<file path="src/rtl/mux_n_1_stream_rr_if.sv">
// Stream bundle between N producers, the N:1 mux and a single consumer.
// The mux sits on the slave side; the producers and the consumer together form the master side.
interface mux_n_1_stream_rr_if #(
  parameter int N     = 4,
  parameter int WIDTH = 4
);
  localparam int SW = $clog2(N);

  logic [N-1:0]       in_valid;
  logic [N*WIDTH-1:0] in_data;
  logic [N-1:0]       in_ready;
  logic               out_valid;
  logic [WIDTH-1:0]   out_data;
  logic [SW-1:0]      out_sel;
  logic               out_ready;

  modport slave (
    input  in_valid, in_data, out_ready,
    output in_ready, out_valid, out_data, out_sel
  );

  modport master (
    output in_valid, in_data, out_ready,
    input  in_ready, out_valid, out_data, out_sel
  );
endinterface

</file>
<file path="src/rtl/mux_n_1_stream_rr.sv">
// N-channel valid/ready stream mux with a 1-deep registered output.
// The grant comes either from an external select or from a round-robin pointer.
module mux_n_1_stream_rr #(
  parameter int N     = 4,
  parameter int WIDTH = 4,
  localparam int SW   = $clog2(N)
) (
  input  logic              clk,
  input  logic              rst,
  input  logic              mode,
  input  logic [SW-1:0]     sel,
  mux_n_1_stream_rr_if.slave bus
);

  logic [WIDTH-1:0] chan_data [N];
  logic             load;
  logic             grant_valid;
  logic [SW-1:0]    grant_idx;
  int               rr_idx;

  logic             out_valid_reg;
  logic [WIDTH-1:0] out_data_reg;
  logic [SW-1:0]    out_sel_reg;
  logic [SW-1:0]    rr_ptr_reg;

  assign load = !out_valid_reg || bus.out_ready;

  genvar gi;
  generate
    for (gi = 0; gi < N; gi++) begin : g_chan
      assign chan_data[gi]    = bus.in_data[gi*WIDTH +: WIDTH];
      assign bus.in_ready[gi] = !rst && load && grant_valid && (grant_idx == SW'(gi));
    end
  endgenerate

  // Matching sel against each legal index keeps out-of-range selects from ever granting.
  always_comb begin
    grant_valid = 1'b0;
    grant_idx   = '0;
    rr_idx      = 0;
    if (!mode) begin
      for (int i = 0; i < N; i++) begin
        if (sel == SW'(i) && bus.in_valid[i]) begin
          grant_valid = 1'b1;
          grant_idx   = SW'(i);
        end
      end
    end else begin
      // Scan farthest-first so the closest requester after rr_ptr wins.
      for (int k = N - 1; k >= 0; k--) begin
        rr_idx = int'(rr_ptr_reg) + k;
        if (rr_idx >= N) rr_idx = rr_idx - N;
        if (bus.in_valid[rr_idx[SW-1:0]]) begin
          grant_valid = 1'b1;
          grant_idx   = rr_idx[SW-1:0];
        end
      end
    end
  end

  always_ff @(posedge clk) begin
    if (rst) begin
      out_valid_reg <= 1'b0;
      out_data_reg  <= '0;
      out_sel_reg   <= '0;
      rr_ptr_reg    <= '0;
    end else if (load) begin
      if (grant_valid) begin
        out_valid_reg <= 1'b1;
        out_data_reg  <= chan_data[grant_idx];
        out_sel_reg   <= grant_idx;
        if (mode) begin
          rr_ptr_reg <= (grant_idx == SW'(N - 1)) ? '0 : grant_idx + SW'(1);
        end
      end else begin
        out_valid_reg <= 1'b0;
      end
    end
  end

  assign bus.out_valid = out_valid_reg;
  assign bus.out_data  = out_data_reg;
  assign bus.out_sel   = out_sel_reg;

endmodule

</file>
<file path="src/flat_wrapper.sv">
// flat-port wrapper written by rule: the top's interface ports become plain ports
module mux_n_1_stream_rr_flat 
#(
  parameter int N     = 4,
  parameter int WIDTH = 4,
  localparam int SW   = $clog2(N)
)
  (clk, rst, mode, sel, bus_in_valid, bus_in_data, bus_out_ready, bus_in_ready, bus_out_valid, bus_out_data, bus_out_sel);
  mux_n_1_stream_rr_if #(.N(N), .WIDTH(WIDTH)) bus_i ();
  input  logic clk;
  input  logic rst;
  input  logic mode;
  input  logic [SW-1:0] sel;
  input wire logic [$bits(bus_i.in_valid)-1:0] bus_in_valid;
  input wire logic [$bits(bus_i.in_data)-1:0] bus_in_data;
  input wire logic [$bits(bus_i.out_ready)-1:0] bus_out_ready;
  output wire logic [$bits(bus_i.in_ready)-1:0] bus_in_ready;
  output wire logic [$bits(bus_i.out_valid)-1:0] bus_out_valid;
  output wire logic [$bits(bus_i.out_data)-1:0] bus_out_data;
  output wire logic [$bits(bus_i.out_sel)-1:0] bus_out_sel;
  assign bus_i.in_valid = bus_in_valid;
  assign bus_i.in_data = bus_in_data;
  assign bus_i.out_ready = bus_out_ready;
  assign bus_in_ready = bus_i.in_ready;
  assign bus_out_valid = bus_i.out_valid;
  assign bus_out_data = bus_i.out_data;
  assign bus_out_sel = bus_i.out_sel;
  mux_n_1_stream_rr #(.N(N), .WIDTH(WIDTH)) u_core (.clk(clk), .rst(rst), .mode(mode), .sel(sel), .bus(bus_i));
endmodule
</file>
<file path="config.mk">
export PLATFORM = sky130hd
export DESIGN_NAME = mux_n_1_stream_rr_flat
export DESIGN_NICKNAME = d
export VERILOG_FILES = /design/src/rtl/mux_n_1_stream_rr_if.sv /design/src/rtl/mux_n_1_stream_rr.sv /design/src/flat_wrapper.sv
export SDC_FILE = /design/constraint.sdc
export NUM_CORES = 1
export LEC_CHECK = 0
export ABC_AREA = 0
export CORE_UTILIZATION = 34
export DETAILED_ROUTE_END_ITERATION = 10
export GPL_TIMING_DRIVEN = 1
export PLACE_DENSITY = 0.79
export SLEW_MARGIN = 40
export SYNTH_ARGS = -nofsm -noshare
export SYNTH_HDL_FRONTEND = slang
export SYNTH_SLANG_ARGS = --single-unit
export TNS_END_PERCENT = 20
</file>
<file path="constraint.sdc">
create_clock -name clk -period 2.45 [get_ports clk]
set_input_delay 0.6125 -clock clk [delete_from_list [all_inputs] [get_ports clk]]
set_output_delay 0.6125 -clock clk [all_outputs]
set_load 0.05 [all_outputs]
</file>
-- After elaboration in Yosys (flattened, before gate mapping)
Cells that the tools add are included.
- flip-flop bits (word level): 9
- bits of input ports: 26
- output and inout bits: 11
- word-level logic and storage cells: 83
- $add $sub $neg: 8
- $lt $le $gt $ge: 9
- equality and inequality tests: 6
- mux-type cells: 38
- bitwise logic cells: 1
- reductions and logical operators: 17
- operator list (operator ; number):
    2-bit 2-to-1 mux ; 16
    1-bit 2-to-1 mux ; 15
    3-bit >= comparator (second input constant) ; 4
    2-bit by 3-bit less-than comparator with 1-bit output (second input constant) ; 4
    1-bit logical AND ; 10
    1-bit binary-select mux with 2-bit select ; 4
    4-bit binary-select mux with 2-bit select ; 1
    2-bit equality test (second input constant) ; 4
    4-bit 2-to-1 mux ; 2
    2-bit by 1-bit subtractor with 2-bit output (second input constant) ; 4
    2-bit by 2-bit adder with 3-bit output (second input constant) ; 2
    2-bit by 1-bit equality test with 1-bit output (second input constant) ; 2
    2-bit zero test ; 2
    2-bit by 1-bit adder with 3-bit output (second input constant) ; 1
    2-bit by 3-bit >= comparator with 1-bit output (second input constant) ; 1
    2-bit inverter with 3-bit output ; 1
    3-bit AND reduction ; 1
    2-bit by 1-bit adder with 2-bit output (second input constant) ; 1
    1-bit zero test ; 2
    2-bit AND reduction ; 1
    1-bit logical OR ; 1

-- Depth between registers and ports, before layout
- word-level depth: 15
- mapped depth: 7
- gate-level depth less buffers: 7

-- Worst setup path after synthesis
OpenSTA, ideal clock, no wires.
- path kind: input to output
- from: input port sel[0]
- to: output port bus_in_ready[0]
- arrival: 2.482 ns
- required time: 1.837 ns
- path slack: -0.644 ns
- stages: 7
- buffers on the path: 2
- path through: mux2i_1 or3_1 a31o_1 buf_6 or3_1 buf_6 nor2_1
- word-level cells in the longest chain between the ends: 9
- elaborated cells on any way between the ends: 20
- classes of those cells: eq/ne (3); mux (9); reduce/logical (8)
- ends and longest elaborated chain (element ; RTL line ; RTL):
    start: declaration ; flat_wrapper.sv:13 ; input logic [SW-1:0] sel;
    2-bit zero test ; mux_n_1_stream_rr.sv:43 ; if (sel == SW'(i) && bus.in_valid[i]) begin
    1-bit logical AND ; mux_n_1_stream_rr.sv:43 ;
    1-bit 2-to-1 mux (4 in series) ; mux_n_1_stream_rr.sv:43 ;
    1-bit 2-to-1 mux ; mux_n_1_stream_rr.sv:41 ; if (!mode) begin
    1-bit logical AND ; mux_n_1_stream_rr.sv:32 ; assign bus.in_ready[gi] = !rst && load && grant_valid && (grant_idx == SW'(gi));
    1-bit logical AND (*) ; mux_n_1_stream_rr.sv:32 ;
    end: declaration ; flat_wrapper.sv:17 ; output wire logic [$bits(bus_i.in_ready)-1:0] bus_in_ready;
Mark *: on every way between the ends. The rest lies on a longest branch, timed or not.

-- Worst setup path after layout
Same ends and word-level chain as after synthesis.

==> out/metrics.cfg <==
[cells_and_area]
fin_nets = 165
design_area_mm2 = 0.00139
area_growth_pct = 110
diodes = 0
ff_latch_area_um2 = 180
largest_register_ffs = 4
fill_cells = 117
multi_input_area_um2 = 536
drive_gt1_share_pct = 41.6
final_util_pct = 77.7

[worst_hold_path]
hold_depth = 2
min_to = u_core.bus.out_sel[0]
min_path_type = reg -> reg
min_from = u_core.bus.out_sel[0]

[sta]
setup_viol = 4
timing.hold.ws_ps = 461
period_share_pct = 109
fin_ws_ps = -220
period_minus_slack_ps = 2670
slew_headroom_pct = 66.0
setup-tns-final_ps = -778
fmax_mhz = 375
drv_slew = 0
finalHoldViolCount = 0
skew_ps = 3.74
rsz0062_at_grt = true
max_slew.worst_pin.slew_ps = 508

[floorplan]
ios = 37
die_h_um = 46.1
rows = 15
initial_core_util_pct = 37.1
fp.coreArea_mm2 = 0.00178
fp.dieW_um = 46.1
die-area_mm2 = 0.00212

[yosys]
syn_nets = 102
yosys.area.top_type_share_pct = 27.3
ys_top_cells_by_count = mux2i_1 (11), dfxtp_1 (9), nor2_1 (7)
yosysMostFrequentCell = mux2i_1
ys_seq_elements = 9
avgSynthCellArea_um2 = 8.81
seq_area_frac_synth_pct = 27.3
synth_top_area_cell = dfxtp_1
synth-main-ff-cell = dfxtp_1
netlist_instances = 75
synth_area_um2 = 661
ys_warn_count = 0
synth_edf_count = 0
netlist-cell-type-count = 27
async_reset_ff_share_pct = 0
synth_area_leaders = dfxtp_1 (27%), mux2i_1 (17%), o221ai_2 (9.1%)

[pwr]
vdd_ir_drop_max_uv = 401
total_leakage_power_nw = 0.600
pwr_density_cell_mw_per_mm2 = 425

[grt]
grt_max_degree = 12
grt_first_pass_wirelength_mm = 3.37
grt_pass1_vias = 819
grt_usage_pct = 22.7
antenna_found_initial = 0
grt_overflow = 0

[critical_path]
rr_startpoint = u_core.rr_ptr_reg[1]
path_delay_family = simple AND/OR/NAND/NOR gates
r2r_slack_ps = 500
worstPathArrival_ps = 2060
required_ps = 1840
worst_r2r_path_depth = 8
critPathMaxFanout = 3
path_buf_inv = 3
path_cells = buf_8 > buf_4 > mux2_4 > nand3_4 > a31o_4 > or3_4 > nor2_4 > buf_12
start_kind = input pin
cp_slowest_cell = or3_4
cp_slowest_stage_delay_ps = 370
worstSetupEndpointType = primary output
critPathKind = in -> out
timing.rr.end = u_core.bus.out_data[2]

[routing]
met2_wirelength_mm = 1.20
ant_nets = 0
wl_met3_um = 108
viasPerCell = 5.02
wire_per_inst_um = 14.7
drt_iter0_drc = 14
drt-pass1-iter-count = 4
routedLengthMet1_mm = 1.06
top_layer_used = met4
wl_mm = 2.38
drc_errors = 0
vias = 814

[placement]
gp_congestion = 0.810
post-place-ws_ps = -670
dp_hpwl_mm = 1.72
place_area_mm2 = 0.00117
place.port_buffers = 36

[clock_network]
cts_buffer_depth = 2
clkLatencyLatePin_ps = 260
htreeDepth = 1
cts-root-buf = clkbuf_4
clkSlewWorstSetupHoldPaths_ps = 60
cts_hold_buf = 0
cts_tree = done
numCtsBuffers = 3
cts.sinks = 9

[job]
max_cap_viol_count = 0

[outcome]
status = complete, but fails checks
violations = setup timing

worst max path at each step:
stage / start / to / slack, ps / cells past startpoint
after floorplan: sel[0] / bus_in_ready[0] / -240 / 7
after global placement: sel[0] / bus_in_ready[0] / -610 / 7
after detailed placement: sel[0] / bus_in_ready[0] / -670 / 7
after CTS: sel[0] / bus_in_ready[0] / -300 / 7
after global routing: bus_in_valid[0] / bus_in_ready[2] / -250 / 9
final: sel[0] / bus_in_ready[0] / -220 / 8
area by class of cell:
class	instances	area share (%)
well taps	25	2.26
inverters	3	0.813
flip-flops and latches	9	13.0
repair buffers	62	43.4
multi-input cells	59	38.7
clock buffers	4	1.90
what timing repair did:
action                                 CTS  global route
setup buffers                            4             6
gates resized for setup                 28            23
setup endpoints to repair                4             4
cloned                                   0             0
endpoints found under the hold margin    0             0
pin swaps                                5             9
layout by cell type, fill, tap and decap left out, types with 3 or more instances in the layout:
cell and count:
nor2_1 4, nand3b_1 4, nand2_1 4, buf_6 7
buf_8 3, clkdlybuf4s50_1 25, clkbuf_4 3, dfxtp_1 9
mux2i_1 11, nand2b_1 3, a21oi_1 6, buf_4 21
o221ai_2 4
per-layer routing:
metal	vias up	track usage, %
met3	3	6.27
met1	387	27.4
li1	400	-
met4	0	9.41
met2	24	37.5
met5	-	0
worst min-delay path: stages, from the launching register on:
cell	delay, ps
dfxtp_1	310
nand2_1	50
a21oi_1	50
metrics by stage:
step                      power [mW]  std cells
after floorplan                0.317         75
after global placement         0.429        148
after detailed placement       0.436        148
after CTS                      0.563        156
after global routing           0.615        162
final                          0.589        162
power breakdown:
| part | internal (mW) | switching [mW] | total (mW) | leakage, nW |
|---|---|---|---|---|
| clock | 0.0626 | 0.0493 | 0.112 | 0.0150 |
| sequential | 0.162 | 0.00939 | 0.171 | 0.0742 |
| combinational | 0.155 | 0.151 | 0.306 | 0.511 |
| total | 0.379 | 0.210 | 0.589 | 0.600 |
cell families (layout without fill, tap and decap cells):
| group | Yosys count | count (layout) | synth area share [%] |
|---|---|---|---|
| AOI/OAI and AO/OA | 18 | 18 | 22.5 |
| adders and majority gates | 1 | 1 | 1.89 |
| buffers and inverters | 7 | 69 | 6.25 |
| DFF | 9 | 9 | 27.3 |
| muxes | 13 | 13 | 20.1 |
| and+or+nand+nor | 27 | 27 | 22.0 |
Power figures use the tool's default switching activity.
